--- config.mk ---
export PLATFORM = sky130hd
export DESIGN_NAME = row_serializer
export DESIGN_NICKNAME = d
export VERILOG_FILES = /design/src/rtl/row_serializer_pkg.sv /design/src/rtl/row_serializer.sv
export SDC_FILE = /design/constraint.sdc
export NUM_CORES = 1
export LEC_CHECK = 0
export CORE_ASPECT_RATIO = 0.7
export CORE_UTILIZATION = 49
export DETAILED_ROUTE_END_ITERATION = 10
export PLACE_DENSITY_LB_ADDON = 0.3
export RECOVER_POWER = 50
export SYNTH_ARGS = -nofsm -noshare
export SYNTH_HDL_FRONTEND = slang
export SYNTH_SLANG_ARGS = --single-unit
--- constraint.sdc ---
create_clock -name clk_i -period 1.9 [get_ports clk_i]
set_input_delay 0.38 -clock clk_i [delete_from_list [all_inputs] [get_ports clk_i]]
set_output_delay 0.38 -clock clk_i [all_outputs]
set_load 0.02 [all_outputs]
--- src/rtl/row_serializer_pkg.sv ---
`default_nettype none
// +----------------------------------------------------------------------+
// | row_serializer_pkg                                                   |
// | Row geometry and state encoding shared by the row serializer.        |
// | Revision: 1.0                                                        |
// +----------------------------------------------------------------------+
package row_serializer_pkg;

  localparam int N        = 4;
  localparam int NUM_BITS = 8;
  localparam int CNT_W    = (N > 1) ? $clog2(N) : 1;

  typedef enum logic {IDLE, STREAM} ser_state_e;

endpackage
`default_nettype wire

--- src/rtl/row_serializer.sv ---
`default_nettype none
// +----------------------------------------------------------------------+
// | row_serializer                                                       |
// | Unloads an N-element row onto a single-word valid/ready stream,      |
// | highest index first.                                                 |
// | Revision: 1.0                                                        |
// +----------------------------------------------------------------------+
module row_serializer
  import row_serializer_pkg::*;
(
  input  logic                         clk_i,
  input  logic                         rst_i,
  input  logic [N-1:0][NUM_BITS-1:0]   row_i,
  input  logic                         load_valid_i,
  output logic                         load_ready_o,
  output logic [NUM_BITS-1:0]          elem_o,
  output logic                         valid_o,
  input  logic                         ready_i,
  output logic                         last_o,
  output logic                         busy_o
);

  ser_state_e                  r_state;
  ser_state_e                  w_state_nxt;
  logic [N-1:0][NUM_BITS-1:0]  r_buf;
  logic [CNT_W-1:0]            r_remaining;
  logic                        w_last;
  logic                        w_fire;
  logic                        w_load_ready;
  logic                        w_load;

  always_ff @(posedge clk_i) begin
    if (rst_i) begin
      r_state <= IDLE;
    end else begin
      r_state <= w_state_nxt;
    end
  end

  // Ready reopens on the accepted last beat so rows can follow with no bubble.
  always_comb begin
    w_last       = (r_state == STREAM) && (r_remaining == '0);
    w_fire       = (r_state == STREAM) && ready_i;
    w_load_ready = (r_state == IDLE) || (w_fire && w_last);
    w_load       = load_valid_i && w_load_ready;
    w_state_nxt  = r_state;
    if (w_load) begin
      w_state_nxt = STREAM;
    end else if (w_fire && w_last) begin
      w_state_nxt = IDLE;
    end
  end

  always_ff @(posedge clk_i) begin
    if (rst_i) begin
      r_buf       <= '0;
      r_remaining <= '0;
    end else if (w_load) begin
      r_buf       <= row_i;
      r_remaining <= CNT_W'(N - 1);
    end else if (w_fire) begin
      if (w_last) begin
        r_buf <= '0;
      end else begin
        r_buf       <= {r_buf[N-2:0], {NUM_BITS{1'b0}}};
        r_remaining <= r_remaining - CNT_W'(1);
      end
    end
  end

  assign elem_o       = r_buf[N-1];
  assign valid_o      = (r_state == STREAM);
  assign last_o       = w_last;
  assign busy_o       = (r_state == STREAM);
  assign load_ready_o = w_load_ready;

endmodule
`default_nettype wire

### Yosys cells after proc, flatten, opt, wreduce, memory -nomap -nowiden

Index checks and enable logic that the tools add are counted.

| operators by class | value |
|---|---|
| eq/ne operators | 1 |
| reduce and logical (&&, ||, !) cells | 9 |
| add/sub/neg operators | 1 |
| bitwise logic cells | 1 |
| mux-type cells | 8 |

Operators by type and width:

| kind | number |
|---|---|
| two-way mux 32 bit | 3 |
| two-way mux 2 bit | 3 |
| logical AND 1 bit | 4 |
| nonzero test 2 bit | 2 |
| zero test 2 bit | 1 |
| two-way mux 1 bit | 2 |
| inequality test 2 x 1 -> 1 bit, second input constant | 1 |
| AND reduction 2 bit | 1 |
| subtractor 2 x 1 -> 2 bit, second input constant | 1 |
| logical OR 1 bit | 1 |
| NOT 1 bit | 1 |

| storage, ports and cells | value |
|---|---|
| bits of input ports | 36 |
| logic and storage cells | 26 |
| register bits | 35 |
| output and inout port bits | 12 |

### Logic depth before layout (Yosys ltp)

Gate-level depths: netlist of run 1.

| depth | value |
|---|---|
| depth in word-level cells | 7 |
| mapped depth | 7 |
| mapped depth without buffers | 5 |

### Least setup slack after synthesis of run 1

OpenSTA, ideal clock, no wires.

| timing path | value |
|---|---|
| path type | register to output |
| from | register r_remaining[0] |
| to | output last_o |
| buffers on the path | 2 |
| cell stages (with the launch flop) | 7 |
| arrival | 1.246 ns |
| setup slack | 0.274 ns |
| cell sequence | dfxtp_1 -> inv_1 -> ha_1 -> buf_2 -> inv_2 -> clkbuf_1 -> nor2_1 |

| between the ends | value |
|---|---|
| longest elaborated chain between the ends | 2 |

Ends and longest elaborated chain:

| element | RTL line | RTL |
|---|---|---|
| from (decl) | row_serializer.sv:26 | `logic [CNT_W-1:0] r_remaining;` |
| from (signal assigned) | row_serializer.sv:60 | `r_remaining <= CNT_W'(N - 1);` |
| from (signal assigned) | row_serializer.sv:66 | `r_remaining <= r_remaining - CNT_W'(1);` |
| zero test 2 bit | row_serializer.sv:42 | `w_last = (r_state == STREAM) && (r_remaining == '0);` |
| logical AND 1 bit | row_serializer.sv:42 |  |
| to (decl) | row_serializer.sv:19 | `output logic last_o,` |

Every way passes these cells.

### Worst setup path in the final report of run 1

| timing path | value |
|---|---|
| from | register r_state (netlist: busy_o) |
| to | output busy_o |

RTL lines:

| element | RTL line | RTL |
|---|---|---|
| from (decl) | row_serializer.sv:23 | `ser_state_e r_state;` |
| from (signal assigned) | row_serializer.sv:36 | `r_state <= w_state_nxt;` |
| to (decl) | row_serializer.sv:20 | `output logic busy_o` |

No word-level cell between the ends.

==> results of run 1 <==
## flip-flops by register name (all words and copies together) (netlist names)
signal and count:
busy_o 1, r_buf 24, elem_o 8, r_remaining 2
## kinds of logic (layout without fill, tap and decap cells)
logic type / count (synthesis) / count (layout) / share of synthesized area [%]
DFF: 35 / 35 / 35.1
AOI/OAI and AO/OA: 87 / 87 / 36.4
muxes: 2 / 2 / 1.32
adders and majority gates: 1 / 1 / 0.627
and+or+nand+nor: 50 / 50 / 14.3
buffers and inverters: 37 / 78 / 12.2
## layout make-up
cell class                 instances  area (um^2)  share of cell area, %
multi-input combinational        140         1050                   41.5
clock buffer                       8          100                   3.96
tap                               50         62.6                   2.47
timing repair buffer              64          594                   23.5
inverter                           6         22.5                  0.890
sequential                        35          701                   27.7
## Yosys cell counts (all sizes together)
library cell | instances | area share, %
o22ai | 1 | 0.31
nand2b | 1 | 0.31
nor2 | 12 | 2.6
inv | 6 | 1.1
dfxtp | 35 | 35
nand2 | 1 | 0.31
o31ai | 1 | 0.38
a211oi | 17 | 6.4
o21ai | 2 | 0.50
o221ai | 16 | 10
nand3b | 2 | 0.75
ha | 1 | 0.63
buf | 28 | 11
nor3b | 1 | 0.94
a21oi | 32 | 8.0
nor2b | 9 | 2.8
a22o | 8 | 3.5
clkbuf | 3 | 0.56
mux2 | 2 | 1.3
nor3 | 1 | 0.25
a2111oi | 8 | 6.0
a41o | 1 | 0.50
and3 | 8 | 2.5
a21boi | 1 | 0.56
nand3 | 15 | 3.8
## layer usage
metal / up-vias / part of all wire (%)
met5: - / 0
met4: 0 / 1.5
met3: 11 / 5.3
met2: 65 / 43
met1: 834 / 50
li1: 885 / -
## path summary, 6_finish.rpt
check                              startpoint                     endpoint
setup / recovery          busy_o$_SDFFE_PP0P_                       busy_o
hold / removal    r_remaining[1]$_SDFFE_PP0P_  r_remaining[1]$_SDFFE_PP0P_
setup reg to reg  r_remaining[0]$_SDFFE_PP0P_       r_buf[11]$_SDFFE_PP0P_
hold reg to reg   r_remaining[1]$_SDFFE_PP0P_  r_remaining[1]$_SDFFE_PP0P_
## through the flow
stage / cell area, um^2 / TNS [ns] / worst slack [ns] / utilization, %
2_1_floorplan: 1990 / 0 / 0.274 / -
3_3_place_gp: 2450 / -0.115 / -0.115 / 66.2
3_5_place_dp: 2450 / -0.130 / -0.111 / 66.2
4_1_cts: 2540 / 0 / 0.0199 / 68.9
5_1_grt: 2530 / 0 / 0.00281 / 68.5
6_report: 2530 / 0 / 0.0413 / 68.5
## repair_timing
item | in CTS | in global routing
setup buffers | 0 | 0
resized for setup | 3 | 3
setup endpoints to repair | 2 | 3
pin swaps | 1 | 0
## critical path: stages, from the launching register on
cell             delay, ns
dfxtp_1               0.38
buf_4                 0.20
clkdlybuf4s50_1       0.62
## placed cells by master (no fill, tap or decap), types with 3 or more instances in the layout
cell type        synthesis  layout
a22o_1                   8       8
inv_1                    4       4
a2111oi_2                8       8
a21oi_1                 32      32
and3_1                   8       8
nand3_1                 15      15
o221ai_2                10      10
dfxtp_1                 35      35
clkbuf_2                 0       3
clkdlybuf4s50_1          0      42
buf_4                   13      14
nor2b_1                  9       9
a211oi_1                17      17
clkbuf_8                 0       7
nor2_1                  11      11
o221ai_1                 6       6
## power by group
group | switching [mW] | leakage [nW] | internal [mW] | total, mW
logic | 0.264 | 0.594 | 0.240 | 0.504
clock network | 0.273 | 0.0515 | 0.331 | 0.604
registers | 0.0507 | 0.290 | 0.800 | 0.850
==> out/results.tsv, run 1 <==
stage	metric	value	unit
status	run status	finished clean	
floorplan	Placeable Area	3690	um^2
floorplan	Die Y	55.4	um
logic_synthesis	average cell area after synthesis	9.41	um^2
timing	Slew @ Worst Pin	0.493	ns
setup_path	worst setup path category	flop to output pin	
placed_design	GP Congestion	0.773	
clock_network	Root Driver	clkbuf_8	
power	Pwr Total	1.96	mW
placed_design	post-DP HPWL	3630	um
power	Worst VDD drop	0.436	mV
drt	post-detailed-route wirelength per cell	16.8	um
global_route	grt peak-use layer	met2	
drt	routed wire length	5090	um
logic_synthesis	Mapped Nets	249	
drt	post-route ant nets	0	
timing	minimum clock period	1.86	ns
global_route	first-pass GRT wire length	8490	um
timing	final hold slack	0.470	ns
global_route	initial antenna violation count	0	
power	pwr dens	774	nW/um^2
clock_network	H-tree levels	2	
floorplan	Die X	78.3	um
clock_network	Reg clk slew, reported paths	0.07	ns
cells_and_area	nets	289	
placed_design	Port Buffers	47	
logic_synthesis	sequential area share after synthesis	35.1	%
timing	final period utilization	97.8	%
floorplan	die area	4330	um^2
global_route	vias in the first global route	1783	
floorplan	num rows	18	
global_route	met3 Usage GRT	6.94	%
clock_network	cts bufs inserted	5	
cells_and_area	number of fill cells	311	
drt	DRT Pass-1 Iters	4	
power	P_leak	0.935	nW
min_path	worst hold-check path type	flop to flop	
cells_and_area	antenna cell count	0	
drt	DR vias	1795	
logic_synthesis	Seq cells post-synth	35	
clock_network	Clock Path Buffers	2	
cells_and_area	Area Growth Syn to Fin	26.9	%
clock_network	Clock Sinks	35	
setup_path	startpoint types	flop	
timing	fmax	538	MHz
timing	Setup Skew	0.00678	ns
setup_path	CP required	1.52	ns
global_route	routing usage on met2	37.3	%
clock_network	hold_buf cts	0	
drt	DR iter-0 viols	82	
timing	Slew Viols, Final	0	
setup_path	R2R cell count	6	
global_route	largest net degree at the start of global routing	27	
cells_and_area	fin cells	303	
setup_path	WP data arrival	1.48	ns
floorplan	Initial Util	54.0	%
global_route	GR Util met1	33.7	%
global_route	Congestion Overflow GR	0	
timing	Final Setup Violations	0	
run	Max Cap Viol	0	
timing	Max-slew headroom	67.1	%
timing	Hold Fails Final Rpt	0	
clock_network	CTS tree	yes	
clock_network	clk_lat worst skew	0.29	ns
setup_path	flop-to-flop setup slack	0.22	ns
setup_path	CP Capture Type	output pin	
logic_synthesis	Post-Syn Area	1990	um^2
global_route	gr usage total	25.1	%
placed_design	placed cell count	295	
min_path	Worst Hold Depth	2	
logic_synthesis	Syn. warnings	0	
logic_synthesis	post-synth cell types	31	
drt	DRC	0	
drt	Vias/cell	5.92	
floorplan	num ports	48	
setup_path	largest fanout on the critical path	9	
logic_synthesis	Mapped Cells	212	
timing	RSZ-0062 raised after global routing	no	
cells_and_area	layout cells sized above 1	20.2	%
Power figures use the tool's default switching activity.
==> run 2: changes to the inputs <==
CORE_MARGIN = 2   (was default)
SKIP_CTS_REPAIR_TIMING = 1   (was default)
SKIP_LAST_GASP = 1   (was default)
==> run 2 against run 1 <==
  * Hold slack lost 0.012 ns
  * Register-to-register slack improved by 0.06 ns
  * Wire length shrank 0.53%
  * Power fell by 2.8%
  * Critical path depth rose by 3
  * Highest routed layer unchanged
==> out/results.tsv, run 2 (synthesis results as in run 1) <==
stage	metric	value	unit
drt	Vias/cell	6.01	
setup_path	critical path's most frequent cell	inv_1	
cells_and_area	number of fill cells	343	
cells_and_area	most frequent cells in the layout	44 x clkdlybuf4s50_1, 35 x dfxtp_1, 32 x a21oi_1	
clock_network	Clock Path Buffers	2	
setup_path	CP cell instances	inv_1 -> ha_1 -> a21boi_2 -> inv_1 -> dlymetal6s2s_1	
global_route	first-pass GRT wire length	8690	um
cells_and_area	Area Growth Syn to Fin	29.3	%
timing	Hold Fails Final Rpt	0	
clock_network	clk_lat worst skew	0.29	ns
global_route	largest net degree at the start of global routing	25	
power	pwr dens	738	nW/um^2
power	Pwr Total	1.90	mW
global_route	gr usage total	24.2	%
cells_and_area	largest reg by FF count	r_buf	
run	Max Cap Viol	0	
cells_and_area	nets	297	
drt	DR iter-0 viols	105	
setup_path	WP data arrival	1.41	ns
clock_network	CTS tree	yes	
timing	TNS Setup	0	ns
global_route	vias in the first global route	1804	
drt	post-route ant nets	0	
setup_path	R2R cell count	6	
placed_design	post-DP HPWL	3640	um
timing	final period utilization	94.2	%
placed_design	GP Congestion	0.823	
drt	DRT Pass-1 Iters	4	
placed_design	Port Buffers	47	
cells_and_area	post-route cell area	2580	um^2
cells_and_area	layout cells sized above 1	21.1	%
min_path	Worst Hold Depth	2	
placed_design	placed cell count	305	
setup_path	flop-to-flop setup slack	0.28	ns
floorplan	Die Y	57.4	um
timing	final hold slack	0.458	ns
timing	fmax	559	MHz
setup_path	CP Capture Type	output pin	
timing	Setup Skew	0.00326	ns
clock_network	H-tree levels	2	
cells_and_area	fin cells	313	
cells_and_area	final design utilization	65.7	%
setup_path	CP Buf/Inv Count	3	
drt	DRC	0	
min_path	worst hold-check path type	flop to flop	
timing	Max-slew headroom	76.9	%
floorplan	die area	4600	um^2
setup_path	CP Launch Point	r_remaining[0]$_SDFFE_PP0P_	
clock_network	Root Driver	clkbuf_8	
setup_path	CP max-delay cell	dfxtp_1	
drt	DR vias	1882	
timing	Slew @ Worst Pin	0.346	ns
clock_network	cts bufs inserted	5	
global_route	Congestion Overflow GR	0	
timing	RSZ-0062 raised after global routing	no	
setup_path	CP required	1.52	ns
floorplan	num ports	48	
setup_path	CP endpoint	load_ready_o	
power	P_leak	0.980	nW
timing	Slew Viols, Final	0	
timing	minimum clock period	1.79	ns
timing	Final Setup Violations	0	
setup_path	startpoint types	flop	
timing	setup slack after layout	0.111	ns
clock_network	Clock Sinks	35	
floorplan	Initial Util	50.8	%
setup_path	RR Startpoint	r_remaining[0]$_SDFFE_PP0P_	
floorplan	Placeable Area	3920	um^2
floorplan	num rows	19	
status	run status	finished clean	
setup_path	worst setup path category	flop to output pin	
placed_design	Post-Place Setup Slack	-0.113	ns
power	Worst VDD drop	0.411	mV
drt	post-detailed-route wirelength per cell	16.2	um
setup_path	r2r endpoint	elem_o[4]$_SDFFE_PP0P_	
setup_path	largest fanout on the critical path	4	
drt	routed wire length	5060	um
cells_and_area	antenna cell count	0	
clock_network	Reg clk slew, reported paths	0.07	ns
setup_path	CP delay by family, top	flip-flops	
setup_path	critical path depth	5	
setup_path	max incr delay on CP	0.38	ns
global_route	initial antenna violation count	0	
cells_and_area	commonest non-fill, non-tap cell in the layout	clkdlybuf4s50_1	
floorplan	Die X	80.3	um
cells_and_area	Largest register FFs	24	
placed_design	Placed Area	2510	um^2
[run 2: cell count changes in the layout (fill, tap and decap cells not counted), moves of 2 or more]
cell	delta
clkdlybuf4s50_1	+2
dlymetal6s2s_1	+2
buf_4	+7
clkbuf_8	-2
[run 2: how the worst min path moves through the flow]
stage | startpoint | to | slack (ns)
finish | r_remaining[1]$_SDFFE_PP0P_ | r_remaining[1]$_SDFFE_PP0P_ | 0.46
floorplan | r_remaining[1]$_SDFFE_PP0P_ | r_remaining[1]$_SDFFE_PP0P_ | 0.43
CTS | r_remaining[1]$_SDFFE_PP0P_ | r_remaining[1]$_SDFFE_PP0P_ | 0.46
global placement | r_remaining[1]$_SDFFE_PP0P_ | r_remaining[1]$_SDFFE_PP0P_ | 0.45
detailed placement | r_remaining[1]$_SDFFE_PP0P_ | r_remaining[1]$_SDFFE_PP0P_ | 0.45
global route | r_remaining[1]$_SDFFE_PP0P_ | r_remaining[1]$_SDFFE_PP0P_ | 0.49
[run 2: power breakdown]
group          internal [mW]  switching (mW)  leakage, nW
Sequential             0.800          0.0482        0.290
Combinational          0.262           0.267        0.648
Clock                  0.257           0.270       0.0422
Total                   1.32           0.585        0.980
[run 2: routing by layer]
layer	track usage, %	share of wire, %
met5	0	0
met4	8.96	1.5
met3	5.54	6.5
met2	36.1	46
met1	34.2	46
[run 2: worst register-to-register path: cells and delay by family, from the launching register on]
| family | cells | cell delay, ns |
|---|---|---|
| AOI/OAI and AO/OA | 2 | 0.23 |
| muxes | 1 | 0.36 |
| adders and majority gates | 1 | 0.23 |
| buffers and inverters | 2 | 0.34 |
| DFF | 1 | 0.34 |
[run 2: cell type report]
| type | instances | area, um^2 | share of cell area (%) |
|---|---|---|---|
| multi-input combinational | 140 | 1040 | 40.4 |
| sequential | 35 | 701 | 27.2 |
| inverter | 6 | 22.5 | 0.873 |
| clock inverter | 1 | 5.00 | 0.194 |
| tap | 52 | 65.1 | 2.52 |
| timing repair buffer | 72 | 667 | 25.9 |
| clock buffer | 7 | 76.3 | 2.96 |
==> run 3: changes to the inputs <==
ABC_AREA = 1   (was default)
MAX_ROUTING_LAYER = met4   (was default)
==> run 3 against run 2 <==
  * Global-route usage fell by 2.6 points
  * Maximum frequency grew 0.60%
  * Flip-flop and latch count unchanged
  * Register-to-register slack got worse by 0.02 ns
  * Combinational power fell by 0.8%
  * Hold slack improved by 0.017 ns
  * Non-clock buffer count decreased by 14
  * Sequential power shrank 1%
  * Via count grew 0.58%
  * First-iteration DRC count is 6.7% lower
  * Largest cell class unchanged
==> out/results.tsv, run 3 <==
stage	metric	value	unit
logic_synthesis	leading area contributor after synthesis	dfxtp_1	
floorplan	num ports	48	
timing	Hold Fails Final Rpt	0	
status	run status	finished clean	
cells_and_area	largest reg by FF count	r_buf	
drt	DRC	0	
clock_network	Root Driver	clkbuf_8	
cells_and_area	post-route cell area	2550	um^2
placed_design	GP Congestion	0.806	
global_route	initial antenna violation count	0	
drt	post-detailed-route wirelength per cell	10.8	um
timing	minimum clock period	1.78	ns
power	pwr dens	770	nW/um^2
setup_path	CP delay by family, top	buffers and inverters	
logic_synthesis	Seq cells post-synth	35	
clock_network	Clock Sinks	35	
floorplan	Die Y	57.0	um
setup_path	CP required	1.52	ns
logic_synthesis	average cell area after synthesis	6.53	um^2
floorplan	Placeable Area	3870	um^2
logic_synthesis	Post-synth EDFFs	0	
cells_and_area	nets	375	
setup_path	WP data arrival	1.40	ns
setup_path	CP Buf/Inv Count	1	
cells_and_area	Largest register FFs	24	
cells_and_area	most frequent cells in the layout	65 x nand3_1, 54 x inv_1, 52 x nand2_1	
power	Worst VDD drop	0.509	mV
cells_and_area	Area Growth Syn to Fin	29.5	%
logic_synthesis	Mapped Nets	338	
cells_and_area	antenna cell count	0	
drt	post-route ant nets	0	
setup_path	worst setup path category	flop to output pin	
drt	DR iter-0 viols	98	
clock_network	Reg clk slew, reported paths	0.07	ns
drt	routed wire length	4210	um
logic_synthesis	Syn. warnings	0	
clock_network	CTS tree	yes	
timing	Slew Viols, Final	0	
timing	fmax	562	MHz
setup_path	CP max-delay cell	clkdlybuf4s50_1	
timing	setup slack after layout	0.122	ns
drt	Vias/cell	4.84	
floorplan	num rows	19	
setup_path	CP cell instances	clkdlybuf4s50_1	
placed_design	placed cell count	383	
placed_design	post-DP HPWL	2810	um
logic_synthesis	Yosys top cell area share	35.6	%
setup_path	largest fanout on the critical path	7	
drt	DR vias	1893	
setup_path	CP Capture Type	output pin	
global_route	Congestion Overflow GR	0	
timing	Final Setup Violations	0	
logic_synthesis	Mapped Cells	301	
cells_and_area	fin cells	391	
logic_synthesis	Synth top cells by count	65 x nand3_1, 54 x inv_1, 51 x nand2_1	
clock_network	clk_lat worst skew	0.29	ns
timing	Setup Skew	0.00846	ns
timing	Max-slew headroom	55.8	%
logic_synthesis	sequential area share after synthesis	35.6	%
timing	RSZ-0062 raised after global routing	no	
clock_network	H-tree levels	2	
cells_and_area	layout cells sized above 1	6.49	%
placed_design	Post-Place Setup Slack	-0.106	ns
setup_path	startpoint types	flop	
global_route	first-pass GRT wire length	7490	um
power	P_leak	1.33	nW
timing	final period utilization	93.6	%
cells_and_area	commonest non-fill, non-tap cell in the layout	nand3_1	
global_route	gr usage total	21.6	%
logic_synthesis	Post-Syn Area	1970	um^2
logic_synthesis	top-count cell post-synth	nand3_1	
placed_design	Placed Area	2460	um^2
drt	DRT Pass-1 Iters	4	
logic_synthesis	top post-synthesis cells by area	dfxtp_1 36%, nand3_1 17%, inv_1 10%	
setup_path	max incr delay on CP	0.65	ns
global_route	vias in the first global route	1824	
floorplan	Initial Util	50.7	%
min_path	worst hold-check path type	flop to flop	
run	Max Cap Viol	0	
logic_synthesis	ys async rst share	0	%
timing	TNS Setup	0	ns
timing	Slew @ Worst Pin	0.662	ns
clock_network	Clock Path Buffers	2	
floorplan	Die X	79.7	um
floorplan	die area	4540	um^2
placed_design	Port Buffers	47	
cells_and_area	number of fill cells	355	
clock_network	cts bufs inserted	5	
global_route	largest net degree at the start of global routing	35	
logic_synthesis	post-synth cell types	14	
logic_synthesis	dominant synthesized flop cell	dfxtp_1	
-- run 3: cell types whose count changed after synthesis, moves of 9 or more --
cell      delta
nand2_1     +51
nor2_1      -11
nor2b_1      -9
o221ai_2    -10
a211oi_1    -17
nand3_1     +50
o21ai_0     +25
and2_1      +24
a21oi_1     -21
inv_1       +50
-- run 3: cell type report --
type,instances,area (um^2),area share (%)
Multi-Input combinational cell,183,892,35.0
Tap cell,52,65.1,2.56
Clock buffer,8,100,3.93
Timing Repair Buffer,58,582,22.9
Sequential cell,35,701,27.5
Inverter,55,206,8.11
-- run 3: cell families (layout without fill, tap and decap cells) --
group | Yosys count | in the layout | synth area share, %
simple gates | 144 | 144 | 35.2
buf+inv | 83 | 121 | 18.8
fa+ha+maj | 1 | 1 | 0.636
compound gates | 38 | 38 | 9.68
flops | 35 | 35 | 35.6
-- run 3: final timing paths --
kind / from / end / slack [ns] / depth (start not counted)
setup / recovery: busy_o$_SDFFE_PP0P_ / valid_o / 0.12 / 1
hold / removal: r_remaining[1]$_SDFFE_PP0P_ / r_remaining[1]$_SDFFE_PP0P_ / 0.47 / 2
setup reg to reg: r_remaining[0]$_SDFFE_PP0P_ / r_buf[9]$_SDFFE_PP0P_ / 0.26 / 11
hold reg to reg: r_remaining[1]$_SDFFE_PP0P_ / r_remaining[1]$_SDFFE_PP0P_ / 0.47 / 2
-- run 3: per-layer routing --
metal / routed length (um) / part of all wire [%] / track usage, %
met5: 0 / 0 / -
met4: 65 / 1.5 / 8.13
met3: 195 / 4.6 / 4.75
met2: 1880 / 45 / 34.7
met1: 2070 / 49 / 26.7
-- run 3: through the flow --
stage                     total power, mW  hold slack, ns  util [%]
after floorplan                      1.21           0.437         -
after global placement               1.38           0.458      63.4
after detailed placement             1.39           0.464      63.4
after CTS                            1.99           0.475      66.0
after global routing                 2.08           0.504      65.7
final                                1.96           0.475      65.7
-- run 3: power breakdown --
group	total (mW)	switching, mW	leakage (nW)	internal [mW]
combinational	0.525	0.274	0.994	0.251
sequential	0.839	0.0320	0.289	0.807
clock	0.597	0.266	0.0515	0.331
